**config.mk**
```make
export PLATFORM = sky130hd
export DESIGN_NAME = piso_stream
export DESIGN_NICKNAME = d
export VERILOG_FILES = /design/src/rtl/piso_stream.sv
export SDC_FILE = /design/constraint.sdc
export NUM_CORES = 1
export LEC_CHECK = 0
export ABC_AREA = 1
export CELL_PAD_IN_SITES_DETAIL_PLACEMENT = 0
export CELL_PAD_IN_SITES_GLOBAL_PLACEMENT = 2
export CORE_ASPECT_RATIO = 0.75
export CORE_MARGIN = 3
export CORE_UTILIZATION = 33
export DETAILED_ROUTE_END_ITERATION = 10
export GPL_TIMING_DRIVEN = 0
export HOLD_SLACK_MARGIN = 0.1
export PLACE_DENSITY_LB_ADDON = 0.1
export SETUP_SLACK_MARGIN = 0.02
export SYNTH_ARGS = -nofsm -noshare
export SYNTH_HDL_FRONTEND = slang
export SYNTH_SLANG_ARGS = --single-unit
```
**constraint.sdc**
```tcl
create_clock -name clk -period 3.4 [get_ports clk]
set_input_delay 0.68 -clock clk [delete_from_list [all_inputs] [get_ports clk]]
set_output_delay 0.68 -clock clk [all_outputs]
set_load 0.05 [all_outputs]
```
**src/rtl/piso_stream.sv**
```systemverilog
// piso_stream: parallel-in/serial-out serializer with a valid/ready input
// handshake, a one-word holding buffer for gap-free back-to-back words,
// selectable bit order and a framing strobe.
//
// Optional feature: define PISO_STREAM_PARITY_EN to append one even-parity
// bit after every word. In that build a PARITY state follows each word's last
// data bit, with frame low and done high. The default build has no parity.
module piso_stream #(
  parameter int   WIDTH      = 8,
  parameter bit   MSB_FIRST  = 1'b1,
  parameter logic IDLE_LEVEL = 1'b0
) (
  input  logic             clk,
  input  logic             rst_n,
  input  logic [WIDTH-1:0] din,
  input  logic             din_valid,
  output logic             din_ready,
  output logic             dout,
  output logic             frame,
  output logic             busy,
  output logic             done
);

  localparam int CNT_W = $clog2(WIDTH);

  typedef enum logic [1:0] {
    IDLE  = 2'd0,
    SHIFT = 2'd1
`ifdef PISO_STREAM_PARITY_EN
    , PARITY = 2'd2
`endif
  } state_t;

  state_t             state, state_n;
  logic [WIDTH-1:0]   sr, sr_n;
  logic [CNT_W-1:0]   cnt, cnt_n;
  logic [WIDTH-1:0]   hold;
  logic               hold_valid, hold_valid_n;
  logic               hold_load;
  logic               accept;
  logic               last_bit;
  logic               word_end;
  logic [WIDTH-1:0]   sr_shifted;
`ifdef PISO_STREAM_PARITY_EN
  logic               par, par_n;
`endif

  // The handshake depends only on registered state, never on din_valid.
  assign din_ready  = !hold_valid;
  assign accept     = din_valid && din_ready;
  assign last_bit   = (cnt == CNT_W'(WIDTH - 1));
  assign sr_shifted = MSB_FIRST ? {sr[WIDTH-2:0], 1'b0} : {1'b0, sr[WIDTH-1:1]};

  // The edge at which the current word is finished and the next may start.
`ifdef PISO_STREAM_PARITY_EN
  assign word_end = (state == PARITY);
`else
  assign word_end = (state == SHIFT) && last_bit;
`endif

  // Next-state logic for the FSM, shift register, counter and hold flag.
  always_comb begin
    // NOTE: every signal driven here gets a default first, so no path
    // through the branches below can leave one unassigned and infer a latch.
    state_n      = state;
    sr_n         = sr;
    cnt_n        = cnt;
    hold_valid_n = hold_valid;
    hold_load    = 1'b0;
`ifdef PISO_STREAM_PARITY_EN
    par_n        = par;
`endif
    if (word_end) begin
      if (hold_valid) begin
        sr_n         = hold;
        cnt_n        = '0;
        hold_valid_n = 1'b0;
        state_n      = SHIFT;
`ifdef PISO_STREAM_PARITY_EN
        par_n        = ^hold;
`endif
      end else if (accept) begin
        sr_n    = din;
        cnt_n   = '0;
        state_n = SHIFT;
`ifdef PISO_STREAM_PARITY_EN
        par_n   = ^din;
`endif
      end else begin
        state_n = IDLE;
      end
    end else begin
      unique case (state)
        IDLE: begin
          if (accept) begin
            sr_n    = din;
            cnt_n   = '0;
            state_n = SHIFT;
`ifdef PISO_STREAM_PARITY_EN
            par_n   = ^din;
`endif
          end
        end
        SHIFT: begin
          // A word offered while another is in flight waits in hold.
          if (accept) begin
            hold_load    = 1'b1;
            hold_valid_n = 1'b1;
          end
          if (!last_bit) begin
            cnt_n = cnt + CNT_W'(1);
            sr_n  = sr_shifted;
          end
`ifdef PISO_STREAM_PARITY_EN
          else begin
            state_n = PARITY;
          end
`endif
        end
        default: state_n = IDLE;
      endcase
    end
  end

  // Control and shift state; a reset discards any partially sent word.
  always_ff @(posedge clk or negedge rst_n) begin
    if (!rst_n) begin
      state      <= IDLE;
      sr         <= '0;
      cnt        <= '0;
      hold_valid <= 1'b0;
`ifdef PISO_STREAM_PARITY_EN
      par        <= 1'b0;
`endif
    end else begin
      // NOTE: sequential state uses non-blocking assignments so every
      // register samples the pre-edge values computed above.
      state      <= state_n;
      sr         <= sr_n;
      cnt        <= cnt_n;
      hold_valid <= hold_valid_n;
`ifdef PISO_STREAM_PARITY_EN
      par        <= par_n;
`endif
    end
  end

  // Holding buffer data.
  // NOTE: hold is a data-only register qualified by hold_valid, so it needs
  // no reset; only the valid flag is cleared.
  always_ff @(posedge clk) begin
    if (hold_load) hold <= din;
  end

  // Serial outputs decoded from registered state only.
  always_comb begin
    dout  = IDLE_LEVEL;
    frame = 1'b0;
    done  = 1'b0;
    unique case (state)
      SHIFT: begin
        dout  = MSB_FIRST ? sr[WIDTH-1] : sr[0];
        frame = 1'b1;
`ifndef PISO_STREAM_PARITY_EN
        done  = last_bit;
`endif
      end
`ifdef PISO_STREAM_PARITY_EN
      PARITY: begin
        dout = par;
        done = 1'b1;
      end
`endif
      default: begin
        dout  = IDLE_LEVEL;
        frame = 1'b0;
        done  = 1'b0;
      end
    endcase
  end

  assign busy = (state != IDLE) || hold_valid;

endmodule

```
# Word level (Yosys, flattened, before mapping)
# Index checks and enable logic that the tools add are counted.
totals:
  regBits: 22
  latch_bits: 0
  mem_bits_rw: 0
  mem_bits_ro: 0
  in_bits: 11
  out_inout_bits: 5
  wordCells: 47
  memories: 0
op_classes:
  n_addsub: 1
  mul: 0
  div_mod_pow: 0
  magnitude_cmp: 0
  n_eq_ne: 5
  n_shift: 0
  muxes: 24
  n_bitwise: 0
  n_reduce_logical: 12
op_table:
  columns: ["operator", "count"]
  rows:
  - ["$mux W8", 4]
  - ["$pmux W8 S2", 1]
  - ["$mux W3", 4]
  - ["$mux W1", 11]
  - ["$ne A3 B3 Y1 const B", 2]
  - ["$pmux W3 S2", 1]
  - ["$reduce_and A2 Y1", 3]
  - ["$reduce_bool A2 Y1", 3]
  - ["$mux W2", 2]
  - ["$pmux W2 S2", 1]
  - ["$add A3 B1 Y3 const B", 1]
  - ["$eq A3 B3 Y1 const B", 1]
  - ["$reduce_bool A3 Y1", 1]
  - ["$eq A2 B1 Y1 const B", 1]
  - ["$logic_and A1 B1 Y1", 2]
  - ["$logic_not A2 Y1", 1]
  - ["$ne A2 B2 Y1 const B", 1]
  - ["$logic_not A1 Y1", 1]
  - ["$logic_or A1 B1 Y1", 1]

# Longest topological paths before layout
# Gate-level depths: netlist (run 1).
logic_depth:
  ltp_word: 5
  mapped_depth: 7
  ltp_nobuf: 7

# Worst setup path before layout (run 1)
# OpenSTA, ideal clock, no wires.
synth_timing:
  path_type: "reg-to-output"
  start: "reg state[0]"
  end: "out done"
  t_arrival_ns: 1.279
  required_ns: 2.720
  slack_ns: 1.441
  stages_incl_launch_ff: 3
  n_path_buf: 0
  path_cell_list: "dfrtp_1 -> nand2_1 -> inv_1"
synth_via:
  elab_chain_len: 2
synth_lines:
  columns: ["item", "line", "rtl"]
  rows:
  - ["from (decl)", "34", "state_t state, state_n;"]
  - ["from (signal assigned)", "138", "state <= state_n;"]
  - ["$eq A2 B1 Y1", "160", "unique case (state)"]
  - ["$mux W1", "160", null]
  - ["to (decl)", "21", "output logic done"]
# No other way between the ends.

# Worst setup path after layout (run 1)
layout_timing:
  start: "reg cnt[0]"
  end: "out done"
layout_via:
  elab_chain_len: 2
layout_lines:
  columns: ["item", "line", "rtl"]
  rows:
  - ["from (decl)", "36", "logic [CNT_W-1:0] cnt, cnt_n;"]
  - ["from (signal assigned)", "140", "cnt <= cnt_n;"]
  - ["$eq A3 B3 Y1", "51", "assign last_bit = (cnt == CNT_W'(WIDTH - 1));"]
  - ["$mux W1", "160", null]
# No other way between the ends.

==> key figures, run 1 <==
Outcome
  – Status: complete, no violations

GRT
  – Met2 Use GR: 0.2058
  – GR Util met1: 0.1892
  – Gr usage total: 0.1345
  – First-pass GRT wire length: 3919 um
  – Grt peak-use layer: met2
  – Initial antenna violation count: 0
  – Largest net degree at the start of global routing: 14
  – Total grt overflow: 0
  – M3 GR Usage: 0.04513
  – Vias in the first global route: roughly 790

Flow run
  – Max_cap viols: 0

Logic synthesis
  – Synth area leaders: dfrtp_1 31%, edfxtp_1 23%, nand2_1 14%
  – Synthesized area: between 1000 and 1500 um2
  – Syn nets: around 140
  – XOR/XNOR Fraction of Synth Area: 0
  – Synth top area share: 0.3066
  – Cell taking the most area after synthesis: dfrtp_1
  – Post-synthesis mux area share: 0
  – Post-Synthesis Cells: 128
  – Mean Syn Cell Area: between 8 and 9 um2
  – Post-synthesis compound-gate area fraction: 0.06604
  – Synth unique cells: 17
  – Main combinational cell family by area after synthesis: simple AND/OR/NAND/NOR gates
  – Post-Synth Adder-Cell Area: 0.02358
  – FF+latch count, synth: 21
  – Simple-Gate Fraction of Synth Area: 0.2606
  – Sequential share of the synthesized area: 0.5330
  – Yosys warnings: 0

Routing
  – DRT Pass-1 Iters: 4
  – WL per Instance: 12.86 um
  – DRT antenna net count: 0
  – DR DRC count: 0
  – Via-to-Cell Ratio: 4.465
  – Vias: about 830
  – DRT Wirelength: 2380 um
  – Initial drt markers: 48

Placement
  – RePlAce Congestion: 0.6823
  – HPWL Detailed: between 1500 and 2000 um
  – IO buf count: 15
  – Placement Setup Slack: ~0.88 ns

Critical path
  – Worst-path fanout max: 4
  – Worst EP arrival: 2.05 ns
  – Crit-path cells: ha_1 -> ha_1 -> nand2_1 -> inv_1 -> clkdlybuf4s50_1
  – CP max stage delay: 0.80 ns
  – CP Launch Type: flip-flop
  – CP endpoint kind: output port
  – Crit path top cell by count: ha_1
  – Required @ worst endpoint: 2.72 ns
  – Slowest CP cell: clkdlybuf4s50_1
  – Setup CP Type: reg2out

STA
  – Setup TNS Final: 0 ns
  – RSZ-0062 raised after global routing: false
  – Setup ws final: approximately 0.67 ns
  – Hold Fails Final Rpt: 0
  – Max Clock Freq: 366.2 MHz
  – Final Cycle Share: 0.8031
  – Worst Tran Pin Value: 0.7738 ns
  – Slew Limit Headroom: 0.4822
  – Max-slew violations: 0
  – Clock Skews: 0.004786 ns
  – Final setup viols: 0
  – Min Tclk post-route: ~2.7 ns

CTS
  – Post-CTS setup buffers: 0
  – H-tree levels: 1
  – Clk_lat worst skew: 0.26 ns
  – Clk slew on worst S/H paths: 0.08 ns
  – TritonCTS clock tree: done
  – PostCTS Resize Cnt: 0
  – Hold Buf Count CTS: 0
  – Root Buffer: clkbuf_8
  – Clk buf depth: 2
  – Total CTS buffers: 3
  – Clock tree sinks: 21

Floorplan
  – Starting Density: 0.3538
  – Die area: around 3900 um2
  – Die width: just over 70 um
  – Core area: 2999 um2
  – Die H: 55.11 um
  – Std-Cell Rows: 17
  – IO Count: 16

Layout
  – Synthesis-to-layout area growth: 23.23%
  – Fill count: 305
  – Layout cells sized above 1: 0.07483
  – Nets: 161
  – ANT cells: 0

Power
  – Max VDD drop: 0.3175 mV
  – Leakage: 0.0006578 uW
  – Power density over the cells: 800.7 nW/um2

Min path
  – Worst min path class: reg2reg
==> flip-flops by register name, indices dropped and copies added (netlist names) <==
name        flops
cnt             3
hold            8
hold_valid      1
state           1
sr              8
==> layer usage <==
layer | routed length, um | vias to the layer above
met2 | 1016 | 18
met5 | 0 | -
met1 | 1217 | 369
li1 | - | 437
met3 | 139 | 2
met4 | 7 | 0
==> synthesized netlist by cell type, drive strengths merged <==
master  count
edfxtp      8
ha          2
a21oi       8
nand4       1
buf         3
nand2      41
dfrtp      13
nor2       13
a21boi      1
o211ai      1
inv        24
nand3      10
o21ai       3
==> through the flow <==
step	instance area [um2]	hold slack, ns	total power, uW	util	instances
6_report	1308	0.4707	1047	0.4360	185
3_5_place_dp	1259	0.4525	891.4	0.4197	181
5_1_grt	1308	0.4987	1141	0.4360	185
4_1_cts	1308	0.4757	1066	0.4360	185
2_1_floorplan	1061	0.3844	743.2	-	128
3_3_place_gp	1259	0.4468	886.8	0.4197	181
==> layout by cell type, fill, tap and decap left out <==
master,synthesis,layout
a21boi_1,1,1
a21oi_1,8,8
buf_6,3,3
clkbuf_8,0,3
clkdlybuf4s50_1,0,15
clkinvlp_4,0,1
dfrtp_1,13,13
edfxtp_1,8,8
ha_1,2,2
inv_1,23,23
inv_2,1,1
nand2_1,39,39
nand2_2,1,1
nand2_4,1,1
nand3_1,10,10
nand4_1,1,1
nor2_1,12,12
nor2_4,1,1
o211ai_1,1,1
o21ai_0,3,3
==> worst paths after layout <==
path                                     from           endpoint  slack [ns]  depth (start not counted)
min reg2reg                 hold[2]$_DFFE_PP_  sr[2]$_DFFE_PN0P_        0.47                          2
min in group asynchronous               rst_n  sr[4]$_DFFE_PN0P_        0.81                          1
min                         hold[2]$_DFFE_PP_  sr[2]$_DFFE_PN0P_        0.47                          2
max                        cnt[0]$_DFFE_PN0P_               done        0.67                          5
max in group asynchronous               rst_n  sr[0]$_DFFE_PN0P_        2.17                          1
max reg2reg                cnt[0]$_DFFE_PN0P_  hold[7]$_DFFE_PP_        1.44                          5
==> critical path: cells and delay by family, from the launching register on <==
family | cells | cell delay, ns
adders and majority gates | 2 | 0.36
buffers and inverters | 2 | 0.91
DFF | 1 | 0.37
and+or+nand+nor | 1 | 0.16
==> cell families (layout without fill, tap and decap cells) <==
family	after synthesis	count (layout)
AOI/OAI and AO/OA	13	13
adders and majority gates	2	2
buffers and inverters	27	46
DFF	21	21
and+or+nand+nor	65	65
==> power by group <==
group / leakage (uW) / internal [uW] / total (uW) / switching (uW)
combinational: 0.000401 / 173 / 493 / 320
clock: 0.0000217 / 82.8 / 169 / 86.3
sequential: 0.000235 / 342 / 385 / 43.4
==> layout make-up <==
type	instances	area [um2]	share of cell area
Clock inverter	1	7.507	0.005742
Clock buffer	3	41.29	0.03158
Sequential cell	21	565.5	0.4325
Tap cell	38	47.55	0.03636
Buffer	3	33.78	0.02584
Multi-Input combinational cell	80	371.6	0.2842
Timing Repair Buffer	15	150.1	0.1148
Inverter	24	90.09	0.06890
Note: power is estimated with default switching activity, not from simulation.
==> run 2: changes to the inputs <==
--- a/config.mk
+++ b/config.mk
@@ -10,7 +10,7 @@
 export CELL_PAD_IN_SITES_GLOBAL_PLACEMENT = 2
 export CORE_ASPECT_RATIO = 0.75
 export CORE_MARGIN = 3
-export CORE_UTILIZATION = 33
+export CORE_UTILIZATION = 31
 export DETAILED_ROUTE_END_ITERATION = 10
 export GPL_TIMING_DRIVEN = 0
 export HOLD_SLACK_MARGIN = 0.1
==> constraint.sdc (replaced) <==
create_clock -name clk -period 2.8 [get_ports clk]
set_input_delay 0.56 -clock clk [delete_from_list [all_inputs] [get_ports clk]]
set_output_delay 0.56 -clock clk [all_outputs]
set_load 0.05 [all_outputs]
==> run 2 against run 1 <==
Combinational power up 22%. Critical path depth unchanged. Power up 21%. Register-to-register slack worse by 0.58 ns. Worst setup slack worse by 0.48 ns. Die area up 5.8%. Non-clock buffer count unchanged. Global-route usage up 0.10 points. Cell area down 0.29%. Wire length up 0.80%. Flip-flop and latch count unchanged. Hold slack worse by 0.0030 ns. Critical endpoint unchanged. Largest power group unchanged.
==> key figures, run 2 (synthesis gave the netlist of run 1 again) <==
Floorplan
  – Die width: 73.56 um (+2.9%)
  – IO Count: 16 (unchanged)
  – Die H: 56.67 um (+2.8%)
  – Core area: 3105 um2 (+3.5%)
  – Die area: 4168 um2 (+5.8%)
  – Starting Density: 0.3417 (-0.01212)
  – Std-Cell Rows: 17 (unchanged)

Power
  – Leakage: 0.0006589 uW (+0.16%)
  – Max VDD drop: 0.3474 mV (+9.4%)
  – Power density over the cells: 969.5 nW/um2 (+21%)

Min path
  – Hold Path Sink: sr[2]$_DFFE_PN0P_
  – Min-delay src: hold[2]$_DFFE_PP_
  – Worst min path class: reg2reg
  – Hold-critical path depth: 2 (unchanged)

Placement
  – RePlAce Congestion: 0.6853 (+0.44%)
  – IO buf count: 15 (unchanged)
  – HPWL Detailed: 1653 um (+2.4%)

Routing
  – DRT antenna net count: 0 (unchanged)
  – Via-to-Cell Ratio: 4.476 (+0.24%)
  – Initial drt markers: 30 (-38%)
  – DR DRC count: 0 (unchanged)
  – DRT Wirelength: 2399 um (+0.80%)
  – Vias: 828 (+0.24%)
  – WL per Instance: 12.97 um (+0.80%)
  – DRT Pass-1 Iters: 4 (unchanged)

CTS
  – Hold Buf Count CTS: 0 (unchanged)
  – TritonCTS clock tree: done
  – H-tree levels: 1 (unchanged)
  – Post-CTS setup buffers: 0 (unchanged)
  – Root Buffer: clkbuf_8
  – Clk_lat worst skew: 0.26 ns (about the same)
  – PostCTS Resize Cnt: 0 (unchanged)
  – Clk slew on worst S/H paths: 0.08 ns (about the same)
  – Clk buf depth: 2 (unchanged)
  – Clock tree sinks: 21 (unchanged)
  – Total CTS buffers: 3 (unchanged)

STA
  – Setup TNS Final: 0 ns (unchanged)
  – Hold Fails Final Rpt: 0 (unchanged)
  – Max Clock Freq: 383.1 MHz
  – Final Cycle Share: 0.9322
  – Worst Tran Pin Value: 0.7523 ns (-0.02151 ns)
  – Final setup viols: 0 (unchanged)
  – Max-slew violations: 0 (unchanged)
  – Slew Limit Headroom: 0.4966 (+0.01439)
  – Clock Skews: 0.002601 ns (-0.002185 ns)
  – RSZ-0062 raised after global routing: false
  – Min Tclk post-route: 2.610 ns

Critical path
  – Slowest CP cell: clkdlybuf4s50_1
  – RR Endpoint: hold[6]$_DFFE_PP_
  – FF-to-FF setup slack: 0.86 ns (-0.58 ns)
  – Crit path top cell by count: ha_1
  – FF-to-FF path depth: 5 (unchanged)
  – R2r startpoint: cnt[0]$_DFFE_PN0P_
  – CP Launch Type: flip-flop
  – Worst EP arrival: 2.05 ns (about the same)
  – Setup CP Type: reg2out
  – Worst-path fanout max: 4 (unchanged)
  – Crit-path cells: ha_1 -> ha_1 -> nand2_1 -> inv_1 -> clkdlybuf4s50_1
  – CP endpoint kind: output port
  – Required @ worst endpoint: 2.24 ns (-0.48 ns)
  – CP max stage delay: 0.80 ns (about the same)

GRT
  – Total grt overflow: 0 (unchanged)
  – Gr usage total: 0.1355 (+0.001047)
  – Grt peak-use layer: met2
  – M3 GR Usage: 0.04472 (-0.0004036)
  – GR Util met1: 0.1893 (about the same)
  – First-pass GRT wire length: 4264 um (+8.8%)
  – Largest net degree at the start of global routing: 14 (unchanged)
  – Vias in the first global route: 883 (+12%)
  – Initial antenna violation count: 0 (unchanged)
  – Met2 Use GR: 0.2020 (-0.003772)

Layout
  – Final core utilization: 0.4198 (-0.01614)
  – Fill count: 317 (+3.9%)
  – Biggest regs: hold x8, sr x8, cnt x3
  – Layout cells sized above 1: 0.06803 (-0.006803)
  – ANT cells: 0 (unchanged)
  – Nets: 161 (unchanged)
  – Synthesis-to-layout area growth: 22.88%
  – Most frequent cells in the layout: 39 x nand2_1, 23 x inv_1, 15 x clkdlybuf4s50_1
  – Commonest non-fill, non-tap cell in the layout: nand2_1

Outcome
  – Status: complete, no violations

Flow run
  – Max_cap viols: 0 (unchanged)
==> run 2: cell types whose count changed in the layout (fill, tap and decap cells not counted) <==
cell	previous run	this run
clkinvlp_4	1	0
clkbuf_1	0	1
==> run 2: final cells by class <==
class	count	area, um2	share of cell area
repair buffers	15	150.1	0.1152
flip-flops and latches	21	565.5	0.4338
clock buffers	4	45.04	0.03455
well taps	38	47.55	0.03647
multi-input cells	80	371.6	0.2850
plain buffers	3	33.78	0.02591
inverters	24	90.09	0.06910
==> run 2: worst max path at each step <==
stage | start | endpoint | slack [ns] | cells past startpoint
2_1_floorplan | state[0]$_DFFE_PN0P_ | done | 0.96 | 2
3_3_place_gp | din_valid | hold[4]$_DFFE_PP_ | 0.37 | 4
3_5_place_dp | din_valid | hold[2]$_DFFE_PP_ | 0.41 | 4
4_1_cts | cnt[0]$_DFFE_PN0P_ | done | 0.17 | 5
5_1_grt | cnt[0]$_DFFE_PN0P_ | done | 0.06 | 5
6_report | cnt[0]$_DFFE_PN0P_ | done | 0.19 | 5
==> run 2: metrics by stage <==
| step | instances | worst slack [ns] | hold WS [ns] | instance area [um2] | total power, uW |
|---|---|---|---|---|---|
| 5_1_grt | 185 | 0.05654 | 0.5009 | 1304 | 1394 |
| 3_3_place_gp | 181 | 0.3710 | 0.4450 | 1259 | 1074 |
| 2_1_floorplan | 128 | 0.9612 | 0.2644 | 1061 | 902.5 |
| 3_5_place_dp | 181 | 0.4065 | 0.4524 | 1259 | 1082 |
| 4_1_cts | 185 | 0.1718 | 0.4723 | 1304 | 1288 |
| 6_report | 185 | 0.1899 | 0.4678 | 1304 | 1264 |
==> run 2: where the power goes <==
| part | internal, uW | switching, uW | total [uW] | leakage [uW] |
|---|---|---|---|---|
| clock | 101 | 97.4 | 199 | 0.0000228 |
| sequential | 415 | 51.3 | 466 | 0.000235 |
| combinational | 210 | 389 | 599 | 0.000401 |
| total | 727 | 537 | 1260 | 0.000659 |
==> run 2: critical path, delay by kind of cell, from the launching register on <==
family / cells / cell delay, ns
and+or+nand+nor: 1 / 0.16
buffers and inverters: 2 / 0.91
adders and majority gates: 2 / 0.35
DFF: 1 / 0.37
==> run 2: layer usage <==
metal | wire length, um | vias to the layer above
li1 | - | 436
met1 | 1231 | 378
met2 | 1065 | 12
met3 | 90 | 2
met4 | 12 | 0
met5 | 0 | -
==> run 3: changes to the inputs <==
==> constraint.sdc (replaced) <==
create_clock -name clk -period 2.7 [get_ports clk]
set_input_delay 0.54 -clock clk [delete_from_list [all_inputs] [get_ports clk]]
set_output_delay 0.54 -clock clk [all_outputs]
set_load 0.05 [all_outputs]
==> run 3 against run 2 <==
Register-to-register slack worse by 0.10 ns. Die area stayed put. Sequential power is 4% higher. Cell area is 0.19% higher. Sequential share of layout area is 0.083 points lower. Via count stayed put. Clock skew stayed put. First-iteration DRC count is 6.7% higher. Non-clock buffer count stayed put. Hold slack stayed put. Clock power is 4% higher. Critical path type unchanged. Largest cell class unchanged. Highest routed layer unchanged.
==> key figures, run 3 (synthesis gave the netlist of run 1 again) <==
STA
  – Hold Fails Final Rpt: 0 (unchanged)
  – Final setup viols: 0 (unchanged)
  – Max-slew violations: 0 (unchanged)
  – Final Cycle Share: 0.8440
  – Setup TNS Final: 0 ns (unchanged)
  – Max Clock Freq: between 400 and 500 MHz
  – Min Tclk post-route: 2.279 ns
  – Worst Tran Pin Value: 0.7523 ns (unchanged)
  – RSZ-0062 raised after global routing: false
  – Setup ws final: 0.4212 ns (+0.2313 ns)
  – Clock Skews: 0.002601 ns (unchanged)
  – Slew Limit Headroom: 0.4966 (unchanged)

CTS
  – Total CTS buffers: 3 (unchanged)
  – H-tree levels: 1 (unchanged)
  – Clk buf depth: 2 (unchanged)
  – Clock tree sinks: 21 (unchanged)
  – TritonCTS clock tree: done
  – Hold Buf Count CTS: 0 (unchanged)
  – Clk_lat worst skew: 0.26 ns (about the same)
  – Clk slew on worst S/H paths: 0.08 ns (about the same)
  – Root Buffer: clkbuf_8

Critical path
  – Worst-path fanout max: 10 (+6)
  – Required @ worst endpoint: 2.16 ns (-0.08 ns)
  – CP endpoint kind: output port
  – Setup CP Type: reg2out
  – Worst EP arrival: 1.74 ns (-0.31 ns)
  – CP Launch Type: flip-flop

Routing
  – DRT Pass-1 Iters: 4 (unchanged)
  – DRT antenna net count: 0 (unchanged)
  – DR DRC count: 0 (unchanged)
  – Via-to-Cell Ratio: 4.476 (unchanged)
  – DRT Wirelength: 2401 um (about the same)
  – Initial drt markers: 32 (+6.7%)
  – WL per Instance: 12.98 um (about the same)
  – Vias: 828 (unchanged)

Placement
  – RePlAce Congestion: 0.6853 (unchanged)
  – Placement Setup Slack: 0.3265 ns (-0.08000 ns)
  – IO buf count: 15 (unchanged)
  – HPWL Detailed: 1653 um (unchanged)

Layout
  – Synthesis-to-layout area growth: 23.11%
  – ANT cells: 0 (unchanged)
  – Most frequent cells in the layout: 39 x nand2_1, 23 x inv_1, 14 x clkdlybuf4s50_1
  – Commonest non-fill, non-tap cell in the layout: nand2_1
  – Nets: 161 (unchanged)
  – Biggest regs: hold x8, sr x8, cnt x3
  – Layout cells sized above 1: 0.06803 (unchanged)

Floorplan
  – IO Count: 16 (unchanged)
  – Starting Density: 0.3417 (unchanged)
  – Die area: 4168 um2 (unchanged)
  – Std-Cell Rows: 17 (unchanged)
  – Die width: 73.56 um (unchanged)
  – Die H: 56.67 um (unchanged)
  – Core area: 3105 um2 (unchanged)

Min path
  – Worst min path class: reg2reg

GRT
  – Vias in the first global route: 883 (unchanged)
  – Total grt overflow: 0 (unchanged)
  – Gr usage total: 0.1355 (unchanged)
  – Largest net degree at the start of global routing: 14 (unchanged)
  – First-pass GRT wire length: 4264 um (unchanged)
  – Initial antenna violation count: 0 (unchanged)

Power
  – Leakage: 0.0006762 uW (+2.6%)
  – Design Power: 1310 uW (+3.7%)
  – Power density over the cells: 1003 nW/um2 (+3.5%)
  – Max VDD drop: 0.3603 mV (+3.7%)

Outcome
  – Status: complete, no violations

Flow run
  – Max_cap viols: 0 (unchanged)
run 3: cell count changes in the layout (fill, tap and decap cells not counted):
cell | before | now
clkdlybuf4s50_1 | 15 | 14
dlymetal6s2s_1 | 0 | 1
run 3: metal layers:
metal	GRT usage	wire length [um]
met5	0	0
met3	0.04472	90
met2	0.2020	1065
met1	0.1893	1232
met4	0.03101	12
run 3: cell type report:
class                      count  area [um2]
clock buffer                   4       45.04
fill                         316        1799
buffer                         3       33.78
multi-input combinational     80       371.6
sequential                    21       565.5
inverter                      24       90.09
timing repair buffer          15       152.6
tap                           38       47.55
run 3: critical path, stage by stage, from the launching register on:
cell,delay [ns]
dfrtp_1,0.42
buf_6,0.17
nand2_1,0.05
inv_1,0.04
clkdlybuf4s50_1,0.79
run 3: power by group:
group	internal (uW)	switching, uW	total, uW
Combinational	218	403	621
Clock	105	101	206
Sequential	430	53.2	484
Total	753	557	1310
run 3: repair_timing:
| action | CTS | global route |
|---|---|---|
| setup buffers | 0 | 0 |
| endpoints found under the hold margin | 0 | 0 |
| endpoints found under the setup margin | 0 | 1 |
| gates resized for setup | 0 | 1 |
run 3: path summary, 6_finish.rpt:
kind / from / end / slack (ns) / depth (start not counted)
worst min register to register: hold[2]$_DFFE_PP_ / sr[2]$_DFFE_PN0P_ / 0.47 / 2
min in group asynchronous: rst_n / sr[4]$_DFFE_PN0P_ / 0.68 / 1
worst max-delay path: state[0]$_DFFE_PN0P_ / dout / 0.42 / 4
max in group asynchronous: rst_n / sr[1]$_DFFE_PN0P_ / 1.61 / 1
worst min-delay path: hold[2]$_DFFE_PP_ / sr[2]$_DFFE_PN0P_ / 0.47 / 2
worst max register to register: cnt[0]$_DFFE_PN0P_ / hold[6]$_DFFE_PP_ / 0.76 / 5
run 3: metrics by stage:
stage	hold WS (ns)	utilization	instance area (um2)	cells
finish	0.4678	0.4206	1306	185
global route	0.5009	0.4206	1306	185
CTS	0.4723	0.4198	1304	185
detailed placement	0.4524	0.4053	1259	181
global placement	0.4450	0.4053	1259	181
floorplan	0.2444	-	1061	128
